[src/rtl/refresh_cmd_responder_if.sv]
// Refresher command stream bundle: request/grant handshake plus command payload.
// The refresher drives the master side; the controller responder is the slave.
interface refresh_cmd_responder_if;
    logic        ref_valid;
    logic        ref_ready;
    logic        ref_last;
    logic [16:0] ref_a;
    logic [2:0]  ref_ba;
    logic        ref_cas;
    logic        ref_ras;
    logic        ref_we;

    modport master (
        output ref_valid,
        output ref_last,
        output ref_a,
        output ref_ba,
        output ref_cas,
        output ref_ras,
        output ref_we,
        input  ref_ready
    );

    modport slave (
        input  ref_valid,
        input  ref_last,
        input  ref_a,
        input  ref_ba,
        input  ref_cas,
        input  ref_ras,
        input  ref_we,
        output ref_ready
    );
endinterface

[src/rtl/refresh_cmd_responder.sv]
// Refresh command responder: stalls bank machines, grants the refresher, forwards its commands to DFI.
// Optional ACTIVE-state watchdog built when REFRESH_TIMEOUT_EN is defined.
module refresh_cmd_responder #(
    parameter int unsigned IDLE_SETTLE    = 2,
    parameter int unsigned TIMEOUT_CYCLES = 1023
) (
    input  logic                    sys_clk,
    input  logic                    sys_rst_n,
    refresh_cmd_responder_if.slave  ref_if,
    input  logic                    banks_idle,
    output logic                    block_banks,
    output logic                    refresh_active,
    output logic                    dfi_cs_n,
    output logic                    dfi_ras_n,
    output logic                    dfi_cas_n,
    output logic                    dfi_we_n,
    output logic [16:0]             dfi_address,
    output logic [2:0]              dfi_bank,
    output logic [15:0]             refresh_count,
    output logic                    timeout_err
);

    if (IDLE_SETTLE < 1 || IDLE_SETTLE > 15 || TIMEOUT_CYCLES < 1) begin : g_bad_cfg
        $error("refresh_cmd_responder: illegal IDLE_SETTLE or TIMEOUT_CYCLES");
    end

    typedef enum logic [1:0] {
        S_IDLE,
        S_DRAIN,
        S_GRANT,
        S_ACTIVE
    } state_e;

    state_e      state_q, state_d;
    logic [3:0]  settle_q, settle_d;
    logic        block_q, block_d;
    logic        active_q, active_d;
    logic        cs_n_q, cs_n_d;
    logic        ras_n_q, ras_n_d;
    logic        cas_n_q, cas_n_d;
    logic        we_n_q, we_n_d;
    logic [16:0] addr_q, addr_d;
    logic [2:0]  bank_q, bank_d;
    logic [15:0] count_q, count_d;

    logic        cmd_any;
    logic        owned;
    logic        fwd;
    logic        is_refresh;
    logic        tmo_fire;

    assign cmd_any    = ref_if.ref_ras | ref_if.ref_cas | ref_if.ref_we;
    assign owned      = (state_q == S_GRANT) || (state_q == S_ACTIVE);
    assign fwd        = owned && cmd_any && !tmo_fire;
    assign is_refresh = ref_if.ref_ras & ref_if.ref_cas & ~ref_if.ref_we;

`ifdef REFRESH_TIMEOUT_EN
    localparam int unsigned TW = (TIMEOUT_CYCLES < 2) ? 1 : $clog2(TIMEOUT_CYCLES);

    logic [TW-1:0] tmo_q, tmo_d;
    logic          terr_q, terr_d;

    assign tmo_fire = (state_q == S_ACTIVE) && !ref_if.ref_last
                   && (tmo_q == TW'(TIMEOUT_CYCLES - 1));

    // Watchdog: count ACTIVE cycles, restart on grant, latch the error
    always_comb begin
        tmo_d  = tmo_q;
        terr_d = terr_q;
        if (state_q == S_GRANT) begin
            tmo_d = '0;
        end else if (state_q == S_ACTIVE) begin
            tmo_d = tmo_q + 1'b1;
        end
        if (tmo_fire) begin
            terr_d = 1'b1;
        end
    end

    // Watchdog registers
    always_ff @(posedge sys_clk or negedge sys_rst_n) begin
        if (!sys_rst_n) begin
            tmo_q  <= '0;
            terr_q <= 1'b0;
        end else begin
            tmo_q  <= tmo_d;
            terr_q <= terr_d;
        end
    end

    assign timeout_err = terr_q;
`else
    assign tmo_fire    = 1'b0;
    assign timeout_err = 1'b0;
`endif

    // Arbitration: request -> drain until banks settle idle -> grant -> active
    always_comb begin
        state_d  = state_q;
        settle_d = '0;
        unique case (state_q)
            S_IDLE: begin
                if (ref_if.ref_valid) begin
                    state_d = S_DRAIN;
                end
            end
            S_DRAIN: begin
                if (!ref_if.ref_valid) begin
                    state_d = S_IDLE;
                end else if (banks_idle) begin
                    settle_d = settle_q + 4'd1;
                    if (settle_d == 4'(IDLE_SETTLE)) begin
                        state_d = S_GRANT;
                    end
                end
            end
            S_GRANT: begin
                state_d = S_ACTIVE;
            end
            S_ACTIVE: begin
                if (ref_if.ref_last || tmo_fire) begin
                    state_d = S_IDLE;
                end
            end
            default: begin
                state_d = S_IDLE;
            end
        endcase
    end

    // Stall and ownership flags follow the next state so they change one cycle after the decision
    always_comb begin
        block_d  = (state_d != S_IDLE);
        active_d = (state_d == S_GRANT) || (state_d == S_ACTIVE);
    end

    // DFI command slot: forward refresher commands while owned, NOP otherwise
    always_comb begin
        cs_n_d  = 1'b1;
        ras_n_d = 1'b1;
        cas_n_d = 1'b1;
        we_n_d  = 1'b1;
        addr_d  = addr_q;
        bank_d  = bank_q;
        count_d = count_q;
        if (fwd) begin
            cs_n_d  = 1'b0;
            ras_n_d = ~ref_if.ref_ras;
            cas_n_d = ~ref_if.ref_cas;
            we_n_d  = ~ref_if.ref_we;
            addr_d  = ref_if.ref_a;
            bank_d  = ref_if.ref_ba;
            if (is_refresh) begin
                count_d = count_q + 16'd1;
            end
        end
    end

    // State and output registers
    always_ff @(posedge sys_clk or negedge sys_rst_n) begin
        if (!sys_rst_n) begin
            state_q  <= S_IDLE;
            settle_q <= '0;
            block_q  <= 1'b0;
            active_q <= 1'b0;
            cs_n_q   <= 1'b1;
            ras_n_q  <= 1'b1;
            cas_n_q  <= 1'b1;
            we_n_q   <= 1'b1;
            addr_q   <= '0;
            bank_q   <= '0;
            count_q  <= '0;
        end else begin
            state_q  <= state_d;
            settle_q <= settle_d;
            block_q  <= block_d;
            active_q <= active_d;
            cs_n_q   <= cs_n_d;
            ras_n_q  <= ras_n_d;
            cas_n_q  <= cas_n_d;
            we_n_q   <= we_n_d;
            addr_q   <= addr_d;
            bank_q   <= bank_d;
            count_q  <= count_d;
        end
    end

    assign ref_if.ref_ready = (state_q == S_GRANT);
    assign block_banks      = block_q;
    assign refresh_active   = active_q;
    assign dfi_cs_n         = cs_n_q;
    assign dfi_ras_n        = ras_n_q;
    assign dfi_cas_n        = cas_n_q;
    assign dfi_we_n         = we_n_q;
    assign dfi_address      = addr_q;
    assign dfi_bank         = bank_q;
    assign refresh_count    = count_q;

endmodule

[src/flat_wrapper.sv]
// flat-port wrapper written by rule: the top's interface ports become plain ports
module refresh_cmd_responder_flat 
#(
    parameter int unsigned IDLE_SETTLE    = 2,
    parameter int unsigned TIMEOUT_CYCLES = 1023
)
  (sys_clk, sys_rst_n, banks_idle, block_banks, refresh_active, dfi_cs_n, dfi_ras_n, dfi_cas_n, dfi_we_n, dfi_address, dfi_bank, refresh_count, timeout_err, ref_if_ref_valid, ref_if_ref_last, ref_if_ref_a, ref_if_ref_ba, ref_if_ref_cas, ref_if_ref_ras, ref_if_ref_we, ref_if_ref_ready);
  refresh_cmd_responder_if ref_if_i ();
  input  logic sys_clk;
  input  logic sys_rst_n;
  input  logic banks_idle;
  output logic block_banks;
  output logic refresh_active;
  output logic dfi_cs_n;
  output logic dfi_ras_n;
  output logic dfi_cas_n;
  output logic dfi_we_n;
  output logic [16:0] dfi_address;
  output logic [2:0] dfi_bank;
  output logic [15:0] refresh_count;
  output logic timeout_err;
  input wire logic [$bits(ref_if_i.ref_valid)-1:0] ref_if_ref_valid;
  input wire logic [$bits(ref_if_i.ref_last)-1:0] ref_if_ref_last;
  input wire logic [$bits(ref_if_i.ref_a)-1:0] ref_if_ref_a;
  input wire logic [$bits(ref_if_i.ref_ba)-1:0] ref_if_ref_ba;
  input wire logic [$bits(ref_if_i.ref_cas)-1:0] ref_if_ref_cas;
  input wire logic [$bits(ref_if_i.ref_ras)-1:0] ref_if_ref_ras;
  input wire logic [$bits(ref_if_i.ref_we)-1:0] ref_if_ref_we;
  output wire logic [$bits(ref_if_i.ref_ready)-1:0] ref_if_ref_ready;
  assign ref_if_i.ref_valid = ref_if_ref_valid;
  assign ref_if_i.ref_last = ref_if_ref_last;
  assign ref_if_i.ref_a = ref_if_ref_a;
  assign ref_if_i.ref_ba = ref_if_ref_ba;
  assign ref_if_i.ref_cas = ref_if_ref_cas;
  assign ref_if_i.ref_ras = ref_if_ref_ras;
  assign ref_if_i.ref_we = ref_if_ref_we;
  assign ref_if_ref_ready = ref_if_i.ref_ready;
  refresh_cmd_responder #(.IDLE_SETTLE(IDLE_SETTLE), .TIMEOUT_CYCLES(TIMEOUT_CYCLES)) u_core (.sys_clk(sys_clk), .sys_rst_n(sys_rst_n), .ref_if(ref_if_i), .banks_idle(banks_idle), .block_banks(block_banks), .refresh_active(refresh_active), .dfi_cs_n(dfi_cs_n), .dfi_ras_n(dfi_ras_n), .dfi_cas_n(dfi_cas_n), .dfi_we_n(dfi_we_n), .dfi_address(dfi_address), .dfi_bank(dfi_bank), .refresh_count(refresh_count), .timeout_err(timeout_err));
endmodule
[config.mk]
export PLATFORM = sky130hd
export DESIGN_NAME = refresh_cmd_responder_flat
export DESIGN_NICKNAME = d
export VERILOG_FILES = /design/src/rtl/refresh_cmd_responder_if.sv /design/src/rtl/refresh_cmd_responder.sv /design/src/flat_wrapper.sv
export SDC_FILE = /design/constraint.sdc
export NUM_CORES = 1
export LEC_CHECK = 0
export CAP_MARGIN = 10
export CORE_MARGIN = 2
export CORE_UTILIZATION = 35
export DETAILED_ROUTE_END_ITERATION = 10
export GPL_TIMING_DRIVEN = 0
export HOLD_SLACK_MARGIN = 0.15
export PLACE_DENSITY = 0.65
export SLEW_MARGIN = 10
export SYNTH_ARGS = -nofsm -noshare
export SYNTH_HDL_FRONTEND = slang
export SYNTH_SLANG_ARGS = --single-unit
[constraint.sdc]
create_clock -name sys_clk -period 1.75 [get_ports sys_clk]
set_input_delay 0.35 -clock sys_clk [delete_from_list [all_inputs] [get_ports sys_clk]]
set_output_delay 0.35 -clock sys_clk [all_outputs]
set_load 0.005 [all_outputs]
==> flow_summary.json, run 1 <==
{
  "critPathBufInv": 1,
  "fin_crit_sh_pct": 95.8,
  "nets": 257,
  "yosysWarnings": 0,
  "antenna_found_initial": 0,
  "worst_setup_hold_path_clk_slew_ps": 90,
  "tightestPinTransition_ps": 547,
  "synthToLayoutAreaGrowth_pct": 47.9,
  "leakage_nw": 1.26,
  "synth_area_um2": 1970,
  "cts_root_buffer": "clkbuf_8",
  "die_width_um": 79.1,
  "clock-skew-final_ps": 4.01,
  "startpoint": "u_core.dfi_we_n",
  "worstSetupPathType": "reg2out",
  "setup_slack_ps": 73.7,
  "wl_per_cell_um": 12.9,
  "finalSetupViolCount": 0,
  "drt_pre_antenna_iters": 4,
  "antenna_cells": 0,
  "cts_made_buffers": 5,
  "drive_above_1_share_pct": 18.9,
  "crit_family": "flip-flops",
  "track_usage_pct": 13.4,
  "rr_startpoint": "u_core.refresh_count[0]",
  "place_ws_ps": -363,
  "synth-async-reset-ratio_pct": 100,
  "hold_viol_final": 0,
  "dpl.hpwl_um": 2840,
  "grt_pass1_vias": 1351,
  "synth_cell_type_count": 28,
  "via_count": 1352,
  "path_max_fanout": 1,
  "fmax_mhz": 597,
  "fin_crit_ps": 1680,
  "clock_sinks": 48,
  "cpPeakStageDelay_ps": 520,
  "synth_seq_cells": 48,
  "max-clock-path-buffers": 2,
  "cts-htree-levels": 2,
  "start_kind": "flop",
  "syn-num-nets": 177,
  "io_buffer_count": 70,
  "rows": 27,
  "dp_cells": 289,
  "start_util_pct": 36.1,
  "core_um2": 5470,
  "antenna_left": 0,
  "synth-main-ff-cell": "dfrtp_1",
  "grt_overflow_total": 0,
  "ff2ff_path_depth": 5,
  "required_ps": 1400,
  "routed_wl_um": 3850,
  "rsz0062_at_grt": "true",
  "synth_edf_count": 0,
  "cp_slowest_cell": "dfstp_2",
  "clock_latency_ps": 290,
  "powerDensity_nw_per_um2": 1270,
  "status": "completed",
  "whs_path_depth": 1,
  "final_max_slew_viol_count": 0,
  "die-area_um2": 6250,
  "avgSynthCellArea_um2": 13.5,
  "route.detailed.drc": 0,
  "cp.arrival_ps": 1330,
  "ir_drop_mv": 0.586,
  "critPathCaptureType": "output port",
  "grt_pass1_wl_um": 6470,
  "die_h_um": 79.1,
  "gp_congestion": 0.752,
  "fin_util_pct": 53.3,
  "hold_path.class": "reg2reg",
  "final_cells": 299,
  "rrSetupSlack_ps": 150,
  "postSynthCellCount": 146,
  "grt_max_degree": 26,
  "via_per_inst": 4.52,
  "hold_start": "u_core.refresh_count[15]",
  "timing.hold.ws_ps": 478,
  "r2r-end": "u_core.refresh_count[12]",
  "cap_violations": 0,
  "yosysSeqAreaShare_pct": 61.1,
  "hold_end": "u_core.refresh_count[15]",
  "drtIter0Drc": 71,
  "cts_tree": "yes",
  "fillers": 519,
  "maxSlewHeadroom_pct": 63.6,
  "ioPinCount": 72,
  "cp_cell_sequence": "clkdlybuf4s50_1"
}
[registers in the layout, summed over array words and instances, names as in the netlist]
signal                 flops
u_core.dfi_ras_n           1
u_core.dfi_bank            3
u_core.settle_q            4
u_core.dfi_address        17
u_core.block_banks         1
u_core.dfi_cs_n            1
u_core.refresh_active      1
u_core.dfi_we_n            1
u_core.dfi_cas_n           1
u_core.refresh_count      16
u_core.state_q             2
[worst max-delay path by stage]
stage | endpoint | slack (ps) | depth (start not counted)
after global routing | u_core.refresh_count[12] | -4 | 5
after floorplan | u_core.refresh_count[12] | 270 | 5
after global placement | u_core.refresh_count[7] | -1090 | 1
after detailed placement | u_core.dfi_address[8] | -360 | 4
final | dfi_we_n | 70 | 1
after CTS | u_core.refresh_count[12] | 20 | 5
[synth_stat cells (2+ instances only)]
cell type  instances  area, um2
dfrtp_1           44       1100
mux2_2            20        225
o21ai_0            2       10.0
nor2_1             7       26.3
ha_1               3       37.5
nor3_1             2       10.0
dfstp_2            4        105
nand2_1           15       56.3
xor2_1             6       52.6
buf_4              3       22.5
and4_1             2       17.5
nand3_1            8       40.0
xnor2_1           12        105
nand4_1            4       25.0
[cells by family (layout without fill, tap and decap cells)]
logic type	Yosys count	after routing	share of synthesized area (%)
AOI/OAI and AO/OA	6	6	2.16
xor gates and xnor gates	18	18	7.99
adders and majority gates	3	3	1.90
buffers and inverters	5	86	1.58
DFF	48	48	61.1
muxes	20	20	11.4
other	1	1	0.190
and+or+nand+nor	45	45	13.6
[final cells by class]
| cell class | count | area (um2) | area share, % |
|---|---|---|---|
| sequential | 48 | 1210 | 41.3 |
| clock inverter | 2 | 35.0 | 1.20 |
| tap | 72 | 90.1 | 3.09 |
| multi-input combinational | 93 | 749 | 25.7 |
| timing repair buffer | 73 | 732 | 25.1 |
| buffer | 4 | 30.0 | 1.03 |
| clock buffer | 6 | 72.6 | 2.49 |
| inverter | 1 | 3.75 | 0.129 |
[what timing repair did]
item	CTS	global route
pin swaps	0	1
hold endpoints to repair	22	0
endpoints found under the setup margin	20	2
gates resized for setup	3	1
buffers inserted	1	0
hold buffers	1	0
cloned	0	0
[per-stage QoR]
stage	instance area (um2)	total power [W]	setup TNS, ps
2_1_floorplan	1970	0.00215	0
3_3_place_gp	2760	0.00293	-57810
3_5_place_dp	2780	0.00296	-8060
4_1_cts	2910	0.00377	0
5_1_grt	2920	0.00395	-4.35
6_report	2920	0.00371	0
[where the power goes]
part,internal [W],total [W],switching (W)
clock,0.000424,0.000772,0.000348
sequential,0.00145,0.00161,0.000162
combinational,0.000905,0.00133,0.000420
total,0.00277,0.00371,0.000931
[cells in the final DEF (no fill, tap or decap), drive strengths merged, types with 2 or more instances in the layout]
| master | n |
|---|---|
| clkdlybuf4s50 | 68 |
| dfrtp | 44 |
| mux2 | 20 |
| nand2 | 15 |
| xnor2 | 12 |
| nand3 | 8 |
| nor2 | 7 |
| buf | 7 |
| xor2 | 6 |
| clkbuf | 6 |
| nand4 | 4 |
| dfstp | 4 |
| ha | 3 |
| o21ai | 2 |
| and4 | 2 |
| nor3 | 2 |
| nor4b | 2 |
| nor4 | 2 |
[layer usage]
| metal | track usage [%] | part of all wire (%) | vias to the layer above |
|---|---|---|---|
| li1 | - | - | 664 |
| met1 | 18.9 | 49 | 634 |
| met2 | 19.2 | 41 | 50 |
| met3 | 4.20 | 8.1 | 4 |
| met4 | 5.69 | 1.6 | 0 |
| met5 | 0 | 0 | - |
(Power assumes the default switching activity.)
==> run 2, diff against run 1 <==
SLEW_MARGIN = not set   (was 10)
==> results of run 2 <==
The final DEF is identical to that of run 1; final timing and power are the same.
